**src/rtl/fp_norm_pkg.sv**
```systemverilog
`default_nettype none
// ============================================================================
// fp_norm_pkg : default widths, per-stage shift amounts and result record
//               for the mantissa left-normalizer pipeline.
// Rev 1.0
// ============================================================================
package fp_norm_pkg;

  localparam int c_W  = 8;
  localparam int c_EW = 5;
  localparam int c_SW = 3;

  // Stage k shifts by W>>k; stage 1 takes the widest step.
  localparam int c_STAGE_AMT [c_SW] = '{c_W >> 1, c_W >> 2, c_W >> 3};

  typedef struct packed {
    logic [c_W-1:0]  mant;
    logic [c_EW-1:0] exp;
    logic [c_SW-1:0] shift;
    logic            zero;
  } norm_rec_t;

  function automatic int stage_amt(input int w, input int k);
    return w >> k;
  endfunction

endpackage
`default_nettype wire

```
**src/rtl/fp_norm_stage.sv**
```systemverilog
`default_nettype none
// ============================================================================
// fp_norm_stage : one conditional left-shift level with its pipeline register
//                 and valid/advance handshake. The LAST instance also folds in
//                 the exponent subtract, clamp and zero detection.
// Rev 1.0
// ============================================================================
module fp_norm_stage #(
  parameter int W    = 8,
  parameter int EW   = 5,
  parameter int SW   = 3,
  parameter int AMT  = 4,
  parameter bit LAST = 1'b0
) (
  input  logic          clk,
  input  logic          rst_n,
  input  logic          i_valid,
  output logic          o_ready,
  input  logic [W-1:0]  i_mant,
  input  logic [EW-1:0] i_exp,
  input  logic [SW-1:0] i_shift,
  input  logic          i_zero,
  input  logic          i_uflow,
  output logic          o_valid,
  input  logic          i_ready,
  output logic [W-1:0]  o_mant,
  output logic [EW-1:0] o_exp,
  output logic [SW-1:0] o_shift,
  output logic          o_zero,
  output logic          o_uflow
);

  logic          r_valid;
  logic [W-1:0]  r_mant;
  logic [EW-1:0] r_exp;
  logic [SW-1:0] r_shift;
  logic          r_zero;
  logic          r_uflow;

  logic          w_load;
  logic          w_hit;
  logic [W-1:0]  w_mant_nx;
  logic [SW-1:0] w_shift_nx;
  logic [EW-1:0] w_exp_nx;
  logic          w_zero_nx;
  logic          w_uflow_nx;

  assign w_load     = !r_valid || i_ready;
  assign o_ready    = w_load;

  assign w_hit      = (i_mant[W-1 -: AMT] == '0);
  assign w_mant_nx  = w_hit ? (i_mant << AMT) : i_mant;
  assign w_shift_nx = w_hit ? (i_shift + SW'(AMT)) : i_shift;

  generate
    if (LAST) begin : g_last
      logic [EW:0] w_diff;
      // After every level has run, a non-zero mantissa always has its MSB set.
      assign w_diff     = {1'b0, i_exp} - (EW+1)'(w_shift_nx);
      assign w_zero_nx  = i_zero | !w_mant_nx[W-1];
      assign w_uflow_nx = i_uflow | (w_diff[EW] && !w_zero_nx);
      assign w_exp_nx   = (w_diff[EW] || w_zero_nx) ? '0 : w_diff[EW-1:0];
    end else begin : g_mid
      assign w_zero_nx  = i_zero;
      assign w_uflow_nx = i_uflow;
      assign w_exp_nx   = i_exp;
    end
  endgenerate

  always_ff @(posedge clk) begin
    if (!rst_n) begin
      r_valid <= 1'b0;
      r_mant  <= '0;
      r_exp   <= '0;
      r_shift <= '0;
      r_zero  <= 1'b0;
      r_uflow <= 1'b0;
    end else if (w_load) begin
      r_valid <= i_valid;
      if (i_valid) begin
        r_mant  <= w_mant_nx;
        r_exp   <= w_exp_nx;
        r_shift <= w_shift_nx;
        r_zero  <= w_zero_nx;
        r_uflow <= w_uflow_nx;
      end
    end
  end

  assign o_valid = r_valid;
  assign o_mant  = r_mant;
  assign o_exp   = r_exp;
  assign o_shift = r_shift;
  assign o_zero  = r_zero;
  assign o_uflow = r_uflow;

endmodule
`default_nettype wire

```
**src/rtl/fp_mant_normalizer_pipe.sv**
```systemverilog
`default_nettype none
// ============================================================================
// fp_mant_normalizer_pipe : log-stage mantissa left-normalizer with
//                           valid/ready on both sides, one stage per level.
// Rev 1.0
// ============================================================================
module fp_mant_normalizer_pipe
  import fp_norm_pkg::*;
#(
  parameter int W  = c_W,
  parameter int EW = c_EW,
  parameter int SW = c_SW
) (
  input  logic          clk,
  input  logic          rst_n,
  input  logic          in_valid,
  output logic          in_ready,
  input  logic [W-1:0]  in_mant,
  input  logic [EW-1:0] in_exp,
  output logic          out_valid,
  input  logic          out_ready,
  output logic [W-1:0]  out_mant,
  output logic [EW-1:0] out_exp,
  output logic [SW-1:0] out_shift,
  output logic          out_zero,
  output logic          out_uflow
);

  // Index k-1 feeds stage k; index SW is the output side.
  logic          w_v     [0:SW];
  logic          w_rdy   [0:SW];
  logic [W-1:0]  w_mant  [0:SW];
  logic [EW-1:0] w_exp   [0:SW];
  logic [SW-1:0] w_shift [0:SW];
  logic          w_zero  [0:SW];
  logic          w_uflow [0:SW];

  assign w_v[0]     = in_valid;
  assign w_mant[0]  = in_mant;
  assign w_exp[0]   = in_exp;
  assign w_shift[0] = '0;
  assign w_zero[0]  = 1'b0;
  assign w_uflow[0] = 1'b0;
  assign in_ready   = w_rdy[0];
  assign w_rdy[SW]  = out_ready;

  generate
    for (genvar k = 1; k <= SW; k++) begin : g_stage
      fp_norm_stage #(
        .W    (W),
        .EW   (EW),
        .SW   (SW),
        .AMT  (stage_amt(W, k)),
        .LAST (k == SW)
      ) u_stage (
        .clk     (clk),
        .rst_n   (rst_n),
        .i_valid (w_v[k-1]),
        .o_ready (w_rdy[k-1]),
        .i_mant  (w_mant[k-1]),
        .i_exp   (w_exp[k-1]),
        .i_shift (w_shift[k-1]),
        .i_zero  (w_zero[k-1]),
        .i_uflow (w_uflow[k-1]),
        .o_valid (w_v[k]),
        .i_ready (w_rdy[k]),
        .o_mant  (w_mant[k]),
        .o_exp   (w_exp[k]),
        .o_shift (w_shift[k]),
        .o_zero  (w_zero[k]),
        .o_uflow (w_uflow[k])
      );
    end
  endgenerate

  assign out_valid = w_v[SW];
  assign out_mant  = w_mant[SW];
  assign out_exp   = w_exp[SW];
  assign out_shift = w_shift[SW];
  assign out_zero  = w_zero[SW];
  assign out_uflow = w_uflow[SW];

endmodule
`default_nettype wire

```
**config.mk**
```make
export PLATFORM = sky130hd
export DESIGN_NAME = fp_mant_normalizer_pipe
export DESIGN_NICKNAME = d
export VERILOG_FILES = /design/src/rtl/fp_norm_pkg.sv /design/src/rtl/fp_norm_stage.sv /design/src/rtl/fp_mant_normalizer_pipe.sv
export SDC_FILE = /design/constraint.sdc
export NUM_CORES = 1
export LEC_CHECK = 0
export BUFFER_PORTS_ARGS = -buffer_cell sky130_fd_sc_hd__buf_2
export CORE_AREA = 10 10 83 85
export DETAILED_ROUTE_END_ITERATION = 7
export DIE_AREA = 0 0 93 95
export PLACE_DENSITY = 0.72
export SYNTH_ARGS = -nofsm -noshare
export SYNTH_HDL_FRONTEND = slang
export SYNTH_HIERARCHICAL = 1
export SYNTH_SLANG_ARGS = --single-unit
```
**constraint.sdc**
```tcl
create_clock -name clk -period 1.72 [get_ports clk]
set_input_delay 0.344 -clock clk [delete_from_list [all_inputs] [get_ports clk]]
set_output_delay 0.344 -clock clk [all_outputs]
set_load 0.01 [all_outputs]
```
==> results.json, run 1 <==
{
  "outcome": "finished with violations",
  "failed_checks": "negative setup slack",
  "fmax_ghz": 0.516,
  "track_usage_pct": 13.7,
  "first_iter_violations": 150,
  "finalHoldViolCount": 0,
  "row_count": 27,
  "cts_tree": "yes",
  "yosys_warnings": 6,
  "synth_cell_type_count": 40,
  "slew_viol_final": 0,
  "power_mw": 3.25,
  "dieWidth_um": 93,
  "skew_ns": 0.00525,
  "critPathMaxFanout": 5,
  "crit_slowest_cell": "dfxtp_2",
  "final_common_cell": "dfxtp_1",
  "die_y_um": 95,
  "fillers": 507,
  "netlist_instances": 288,
  "gp_congestion": 0.819,
  "start_util_pct": 47.3,
  "detail-route-antenna-nets": 0,
  "tns_ns": -0.983,
  "max-cap-violations": 0,
  "synth_area_mm2": 0.00252,
  "antenna_found_initial": 0,
  "cp-start-kind": "register",
  "cp_common_cell": "a21oi_2",
  "htreeDepth": 3,
  "fin_crit_sh_pct": 113,
  "drtPass1Iterations": 4,
  "worst_r2r_path_depth": 9,
  "drive_gt1_share_pct": 31.5,
  "end_kind": "register",
  "required_ns": 1.99,
  "clk_latency_ns": 0.34,
  "syn2layout_area_growth_pct": 27.5,
  "io_buffers": 36,
  "hold_depth": 3,
  "io_pins": 37,
  "synth-seq-cells": 57,
  "cts_buffer_depth": 2,
  "grt_overflow": 0,
  "fin_ws_ns": -0.217,
  "fin_crit_ns": 1.94,
  "hold_class": "in2reg",
  "irDropWorstVdd_mv": 0.459,
  "cts_made_buffers": 9,
  "viasPerCell": 5.29,
  "grt_pass1_wl_um": 9760,
  "dpl_cell_area_mm2": 0.00291,
  "p_per_area_mw_per_mm2": 1010,
  "layout.cells.non_filler": 421,
  "drc": 0,
  "rsz0062_at_grt": "true",
  "avgRoutedWirePerCell_um": 13.8,
  "placed_cells": 401,
  "ys_seq_area_share_pct": 45.2,
  "crit_chain": "ha_4 > nor2b_4 > xnor2_2 > ha_1 > nor2_1 > a21oi_2 > nor3_4 > or3_4 > a21oi_2",
  "core_area_mm2": 0.00534,
  "wl_um": 5800,
  "finalNetCount": 366,
  "dieArea_mm2": 0.00884,
  "leakage_nw": 1.23,
  "dp_hpwl_um": 4080,
  "grt_max_degree": 26,
  "clock_sinks": 57,
  "slowest_delay_ns": 0.34,
  "via_count": 2229,
  "path_clk_slew_ns": 0.07,
  "final_cell_mix": "dfxtp_1 (53), a21oi_1 (45), buf_2 (36)",
  "n_antenna_cell": 0,
  "worstSetupPathType": "reg2reg",
  "clock-root-buffer": "clkbuf_8",
  "final_area_mm2": 0.00322,
  "cp.arrival_ns": 2.21,
  "syn_avg_cell_area_um2": 8.77,
  "setup_viol": 6,
  "grt_pass1_vias": 2162
}
[worst max-delay path, delay by kind of cell (launching register included)]
kind | cells | cell delay [ns]
and+or+nand+nor | 4 | 0.59
adders and majority gates | 2 | 0.48
DFF | 1 | 0.34
AOI/OAI and AO/OA | 2 | 0.33
xor gates and xnor gates | 1 | 0.14
[metrics by stage]
step	util (%)	setup slack, ns	hold WS (ns)
after CTS	59.2	-0.149	0.246
after global routing	60.3	-0.333	0.249
after floorplan	-	-0.0558	0.433
after detailed placement	54.5	-0.155	0.450
after global placement	54.5	-0.0882	0.440
final	60.3	-0.217	0.257
[layer usage]
metal / up-vias / track usage, % / wire [um]
li1: 1135 / - / -
met1: 1032 / 16.2 / 2640
met2: 52 / 21.0 / 2610
met3: 10 / 5.87 / 444
met4: 0 / 6.56 / 97
met5: - / 0 / 0
[cell usage after synthesis, drive strengths merged]
cell	instances	share of area, %
a211oi	17	5.6
nor4	1	0.84
dfxtp	57	45
mux2i	7	2.8
fa	1	0.79
nor3b	2	0.79
nor2	17	3.1
o31ai	1	0.30
a31oi	1	0.25
inv	11	1.6
clkbuf	6	0.89
buf	12	3.1
o21ai	26	5.2
conb	1	0.15
nor2b	4	1.3
or3	3	0.74
a21boi	1	0.30
ha	4	2.0
a21oi	47	9.3
nand4b	2	0.69
xor2	1	0.35
nand3	19	3.8
nand2b	3	1.0
nand3b	2	0.59
o22ai	4	0.99
nor3	3	0.59
xnor2	6	2.1
a311oi	5	1.7
and2	1	0.35
nand2	22	3.4
clkinv	1	0.15
[cell families (layout without fill, tap and decap cells)]
family | count (synthesis) | after routing | synth area share, %
AO/OA/AOI/OAI | 102 | 102 | 23.7
AND/OR/NAND/NOR | 79 | 79 | 17.2
flip-flops | 57 | 57 | 45.2
buffers and inverters | 30 | 87 | 5.80
XOR/XNOR | 7 | 7 | 2.43
multiplexers | 7 | 7 | 2.78
adder cells (fa/ha/maj) | 5 | 5 | 2.78
other | 1 | 5 | 0.149
[power breakdown]
group / switching, mW / internal, mW / leakage (nW)
sequential: 0.0530 / 1.39 / 0.468
combinational: 0.206 / 0.183 / 0.644
clock: 0.535 / 0.889 / 0.115
[path summary, 6_finish.rpt]
kind / startpoint / endpoint / slack, ns
min reg2reg: g_stage[3].u_stage/o_mant[0]$_SDFFE_PN0P_ / g_stage[3].u_stage/o_mant[0]$_SDFFE_PN0P_ / 0.45
max: g_stage[2].u_stage/o_shift[1]$_SDFFE_PN0P_ / g_stage[3].u_stage/o_exp[1]$_SDFFE_PN0P_ / -0.22
max reg2reg: g_stage[2].u_stage/o_shift[1]$_SDFFE_PN0P_ / g_stage[3].u_stage/o_exp[1]$_SDFFE_PN0P_ / -0.22
min: in_exp[4] / g_stage[1].u_stage/o_exp[4]$_SDFFE_PN0P_ / 0.26
[flip-flops by register name, summed over array words and instances (netlist names)]
register                 cells
g_stage.u_stage/o_zero       3
g_stage.u_stage/o_mant      24
g_stage.u_stage/o_exp       15
g_stage.u_stage/o_uflow      3
g_stage.u_stage/o_shift      9
g_stage.u_stage/o_valid      3
[final cells by class]
class	count	area [um2]	share of cell area, %
clock buffer	11	151	4.70
sequential	57	1150	35.6
clock inverter	5	77.6	2.41
tap	72	90.1	2.80
multi-input combinational	205	1340	41.7
timing repair buffer	59	365	11.3
inverter	12	45.0	1.40
[timing repair]
item,CTS,global route
setup buffers,0,4
hold buffers,0,0
endpoints found under the setup margin,7,7
gates resized for setup,5,7
pin swaps,3,4
Power figures use the tool's default switching activity.
==> inputs of run 2 (changes only) <==
==> constraint.sdc (replaced) <==
create_clock -name clk -period 1.72 [get_ports clk]
set_input_delay 0.172 -clock clk [delete_from_list [all_inputs] [get_ports clk]]
set_output_delay 0.172 -clock clk [all_outputs]
set_load 0.01 [all_outputs]
==> results.json, run 2 (synthesized netlist as in run 1, its figures left out) <==
{
  "worst_r2r_path_depth": 6,
  "clk_latency_ns": 0.34,
  "first_iter_violations": 102,
  "cp-start-kind": "register",
  "failed_checks": "negative setup slack",
  "die_y_um": 95,
  "cp.arrival_ns": 2.13,
  "leakage_nw": 1.20,
  "outcome": "finished with violations",
  "critPathMaxFanout": 2,
  "clock-root-buffer": "clkbuf_8",
  "r2r_end": "g_stage[3].u_stage/o_exp[1]$_SDFFE_PN0P_",
  "rsz0062_at_grt": "true",
  "grt_max_degree": 28,
  "row_count": 27,
  "required_ns": 1.98,
  "fillers": 502,
  "grt_pass1_vias": 2110,
  "via_count": 2214,
  "io_buffers": 36,
  "p_sw_uw": 773,
  "syn2layout_area_growth_pct": 25.5,
  "n_antenna_cell": 0,
  "drive_gt1_share_pct": 30.7,
  "start_util_pct": 47.3,
  "core_area_mm2": 0.00534,
  "p_per_area_mw_per_mm2": 927,
  "wl_um": 5880,
  "viasPerCell": 5.26,
  "cts_buffer_depth": 2,
  "combPwrFrac_pct": 13.3,
  "seq_power_share_pct": 49.1,
  "power_mw": 2.94,
  "p_int_mw": 2.16,
  "drtPass1Iterations": 4,
  "cts_made_buffers": 9,
  "pre_cts_ws_ns": -0.161,
  "dieWidth_um": 93,
  "fin_crit_sh_pct": 109,
  "io_pins": 37,
  "fin_ws_ns": -0.150,
  "track_usage_pct": 13.9,
  "grt_pass1_wl_um": 9780,
  "dieArea_mm2": 0.00884,
  "final_cell_mix": "dfxtp_1 (54), a21oi_1 (45), buf_2 (36)",
  "r2r_start": "g_stage[2].u_stage/o_shift[0]$_SDFFE_PN0P_",
  "detail-route-antenna-nets": 0,
  "dpl_cell_area_mm2": 0.00288,
  "min_to": "g_stage[1].u_stage/o_exp[4]$_SDFFE_PN0P_",
  "final_util_pct": 59.4,
  "hold_depth": 3,
  "clockPowerShare_pct": 37.6,
  "ctsHoldBuffers": 0,
  "r2r_slack_ns": -0.15,
  "finalHoldViolCount": 0,
  "antenna_found_initial": 0,
  "max-cap-violations": 0,
  "setup_viol": 5,
  "finalNetCount": 366,
  "drc": 0,
  "gp_congestion": 0.818,
  "clock_sinks": 57,
  "slew_viol_final": 0,
  "fmax_ghz": 0.535,
  "final_area_mm2": 0.00317,
  "switching_share_pct": 26.3,
  "fin_crit_ns": 1.87,
  "htreeDepth": 3,
  "grt_overflow": 0,
  "final_common_cell": "dfxtp_1",
  "largest_reg_flops": 24,
  "worstSetupPathType": "reg2reg",
  "irDropWorstVdd_mv": 0.709,
  "cp-startpoint": "g_stage[2].u_stage/o_shift[0]$_SDFFE_PN0P_",
  "avgRoutedWirePerCell_um": 14.0,
  "end_kind": "register",
  "path_clk_slew_ns": 0.06,
  "dp_hpwl_um": 4160,
  "hold_class": "in2reg",
  "cts_tree": "yes",
  "skew_ns": 0.00550,
  "hp-start": "in_exp[4]"
}
## run 2: layout make-up
class                      count  area, um2  area share [%]
tap                           72       90.1            2.84
clock inverter                 3       15.0           0.474
timing repair buffer          59        353            11.1
inverter                      12       45.0            1.42
sequential                    57       1140            36.1
multi-input combinational    205       1360            43.0
clock buffer                  13        159            5.02
## run 2: power by group through the flow
stage	Clock (mW)	Sequential, mW	Combinational [mW]
finish	1.11	1.44	0.391
detailed placement	0	1.47	0.356
floorplan	0	1.46	0.238
global placement	0	1.46	0.349
global route	1.20	1.45	0.435
CTS	1.13	1.44	0.369
## run 2: critical path, cell delays in order, from the launching register on
cell and delay, ns:
dfxtp_2 0.34, buf_4 0.13, xnor2_1 0.20, ha_1 0.22
fa_2 0.43, or3_1 0.36, a21oi_1 0.12
## run 2: through the flow
stage	cells	hold WS [ns]	setup TNS [ns]
2_1_floorplan	292	0.308	-0.171
3_3_place_gp	398	0.430	-0.415
3_5_place_dp	398	0.439	-0.878
4_1_cts	415	0.0773	-0.676
5_1_grt	421	0.0705	-1.03
6_report	421	0.0887	-0.509
## run 2: routing by layer
metal	part of all wire [%]	GRT usage [%]	vias to the layer above
li1	-	-	1141
met1	47	16.1	1019
met2	46	21.6	47
met3	6.5	7.06	7
met4	1.3	5.01	0
met5	0	0	-
## run 2: worst max path at each step
| stage | endpoint | cells past startpoint |
|---|---|---|
| 2_1_floorplan | g_stage[3].u_stage/o_exp[1]$_SDFFE_PN0P_ | 9 |
| 3_3_place_gp | g_stage[3].u_stage/o_exp[1]$_SDFFE_PN0P_ | 9 |
| 3_5_place_dp | g_stage[3].u_stage/o_exp[1]$_SDFFE_PN0P_ | 9 |
| 4_1_cts | g_stage[3].u_stage/o_exp[1]$_SDFFE_PN0P_ | 9 |
| 5_1_grt | g_stage[3].u_stage/o_exp[1]$_SDFFE_PN0P_ | 9 |
| 6_report | g_stage[3].u_stage/o_exp[1]$_SDFFE_PN0P_ | 6 |
## run 2: what timing repair did
item / 4_1_cts / 5_1_grt
setup endpoints to repair: 7 / 7
gates resized for setup: 7 / 7
buffers inserted: 1 / 6
hold endpoints to repair: 0 / 0
pin swaps: 4 / 4
==> inputs of run 3 (changes only) <==
--- a/config.mk
+++ b/config.mk
@@ -6,9 +6,9 @@
 export NUM_CORES = 1
 export LEC_CHECK = 0
 export BUFFER_PORTS_ARGS = -buffer_cell sky130_fd_sc_hd__buf_2
-export CORE_AREA = 10 10 83 85
+export CORE_AREA = 2 2 75 77
 export DETAILED_ROUTE_END_ITERATION = 7
-export DIE_AREA = 0 0 93 95
+export DIE_AREA = 0 0 77 79
 export PLACE_DENSITY = 0.72
 export SYNTH_ARGS = -nofsm -noshare
 export SYNTH_HDL_FRONTEND = slang
==> constraint.sdc (replaced) <==
create_clock -name clk -period 1.6 [get_ports clk]
set_input_delay 0.16 -clock clk [delete_from_list [all_inputs] [get_ports clk]]
set_output_delay 0.16 -clock clk [all_outputs]
set_load 0.1 [all_outputs]
==> results.json, run 3 (synthesized netlist as in run 1, its figures left out) <==
{
  "outcome": "finished with violations",
  "failed_checks": "negative setup slack",
  "syn2layout_area_growth_pct": 27.2,
  "seq_power_share_pct": 46.1,
  "grt_pass1_vias": 1968,
  "grt_pass1_wl_um": 9230,
  "clock-root-buffer": "clkbuf_8",
  "cp_top_family": "simple AND/OR/NAND/NOR gates",
  "hold_class": "in2reg",
  "fillers": 495,
  "routed.top_layer": "met4",
  "p_int_mw": 2.41,
  "grt_overflow": 0,
  "final_common_cell": "dfxtp_1",
  "crit_chain": "ha_4 > nor2b_4 > xnor2_2 > ha_4 > nor2_4 > a21oi_4 > nor3_4 > or3_4 > a21oi_2",
  "required_ns": 1.86,
  "crit_cells": 9,
  "cp.arrival_ns": 2.16,
  "via_count": 2201,
  "critPathMaxFanout": 5,
  "wl_met3_um": 262,
  "end_kind": "register",
  "clock_sinks": 57,
  "crit_slowest_cell": "or3_4",
  "drive_gt1_share_pct": 30.9,
  "p_per_area_mw_per_mm2": 1050,
  "track_usage_pct": 19.2,
  "io_pins": 37,
  "dieArea_mm2": 0.00608,
  "pre_cts_ws_ns": -0.260,
  "fmax_ghz": 0.526,
  "io_buffers": 36,
  "n_antenna_cell": 0,
  "switching_share_pct": 28.1,
  "row_count": 27,
  "layout.cells.non_filler": 421,
  "clk_latency_ns": 0.33,
  "finalHoldViolCount": 0,
  "drc": 0,
  "avgRoutedWirePerCell_um": 12.9,
  "cts_buffer_depth": 2,
  "rsz0062_at_grt": "true",
  "drtPass1Iterations": 5,
  "worst_r2r_path_depth": 9,
  "detail-route-antenna-nets": 0,
  "whs_ns": 0.0859,
  "finalNetCount": 366,
  "largest_reg_flops": 24,
  "irDropWorstVdd_mv": 0.542,
  "dieWidth_um": 77,
  "grt_max_degree": 27,
  "fin_crit_sh_pct": 119,
  "worstSetupPathType": "reg2reg",
  "viasPerCell": 5.23,
  "fin_crit_ns": 1.90,
  "final_cell_mix": "dfxtp_1 (52), a21oi_1 (45), buf_2 (35)",
  "dp_hpwl_um": 3830,
  "core_area_mm2": 0.00534,
  "power_mw": 3.36,
  "wl_met2_um": 2470,
  "die_y_um": 79,
  "cp_common_cell": "ha_4",
  "start_util_pct": 47.3,
  "met1_length_um": 2620,
  "cts_made_buffers": 9,
  "final_util_pct": 60.2,
  "slowest_delay_ns": 0.37,
  "first_iter_violations": 67,
  "setup_viol": 6,
  "clockPowerShare_pct": 37.4,
  "gp_congestion": 0.850,
  "skew_ns": 0.00355,
  "placed_cells": 401,
  "path_clk_slew_ns": 0.06,
  "htreeDepth": 3,
  "antenna_found_initial": 0,
  "crit_buf_inv": 0,
  "cts_tree": "yes",
  "max-cap-violations": 0,
  "leakage_nw": 1.22,
  "hold_depth": 3,
  "fin_ws_ns": -0.300,
  "combPwrFrac_pct": 16.6,
  "p_sw_uw": 943,
  "cp-start-kind": "register",
  "wl_um": 5430,
  "slew_viol_final": 0
}
run 3: worst paths after layout:
kind	start	to	slack (ns)
worst max-delay path	g_stage[2].u_stage/o_shift[0]$_SDFFE_PN0P_	g_stage[3].u_stage/o_exp[1]$_SDFFE_PN0P_	-0.30
worst min-delay path	in_exp[4]	g_stage[1].u_stage/o_exp[4]$_SDFFE_PN0P_	0.09
worst max register to register	g_stage[2].u_stage/o_shift[0]$_SDFFE_PN0P_	g_stage[3].u_stage/o_exp[1]$_SDFFE_PN0P_	-0.30
worst min register to register	g_stage[3].u_stage/o_exp[0]$_SDFFE_PN0P_	g_stage[3].u_stage/o_exp[0]$_SDFFE_PN0P_	0.46
run 3: cell type report:
| type | count | area [um2] | area share, % |
|---|---|---|---|
| flip-flops and latches | 57 | 1150 | 35.8 |
| clock inverters | 2 | 10.0 | 0.312 |
| repair buffers | 59 | 368 | 11.5 |
| well taps | 72 | 90.1 | 2.80 |
| inverters | 12 | 50.0 | 1.56 |
| multi-input cells | 205 | 1360 | 42.4 |
| clock buffers | 14 | 183 | 5.69 |
run 3: metrics by stage:
step                cell area (um2)  TNS, ns
finish                         3210    -1.31
global route                   3210    -1.97
CTS                            3130    -1.41
detailed placement             2910    -1.38
global placement               2910    -1.12
floorplan                      2630   -0.858
run 3: timing repair:
item                                    CTS  global route
endpoints found under the setup margin    7             7
hold buffers                              0             0
pin swaps                                 2             9
buffers inserted                          2             3
resized for setup                         2            15
run 3: routing by layer:
layer,vias up,global-route usage [%]
li1,1139,-
met1,1011,25.1
met2,44,29.7
met3,7,5.91
met4,0,8.04
met5,-,0
run 3: power by group through the flow:
stage	Combinational [mW]	Sequential, mW	Clock [mW]
after floorplan	0.258	1.71	0
after detailed placement	0.522	1.58	0
after global placement	0.516	1.57	0
final	0.556	1.55	1.25
after CTS	0.527	1.54	1.30
after global routing	0.602	1.56	1.38
run 3: worst min-delay path, cell delays in order:
cell,delay [ns]
buf_2,0.10
nand3_1,0.06
a21oi_1,0.05
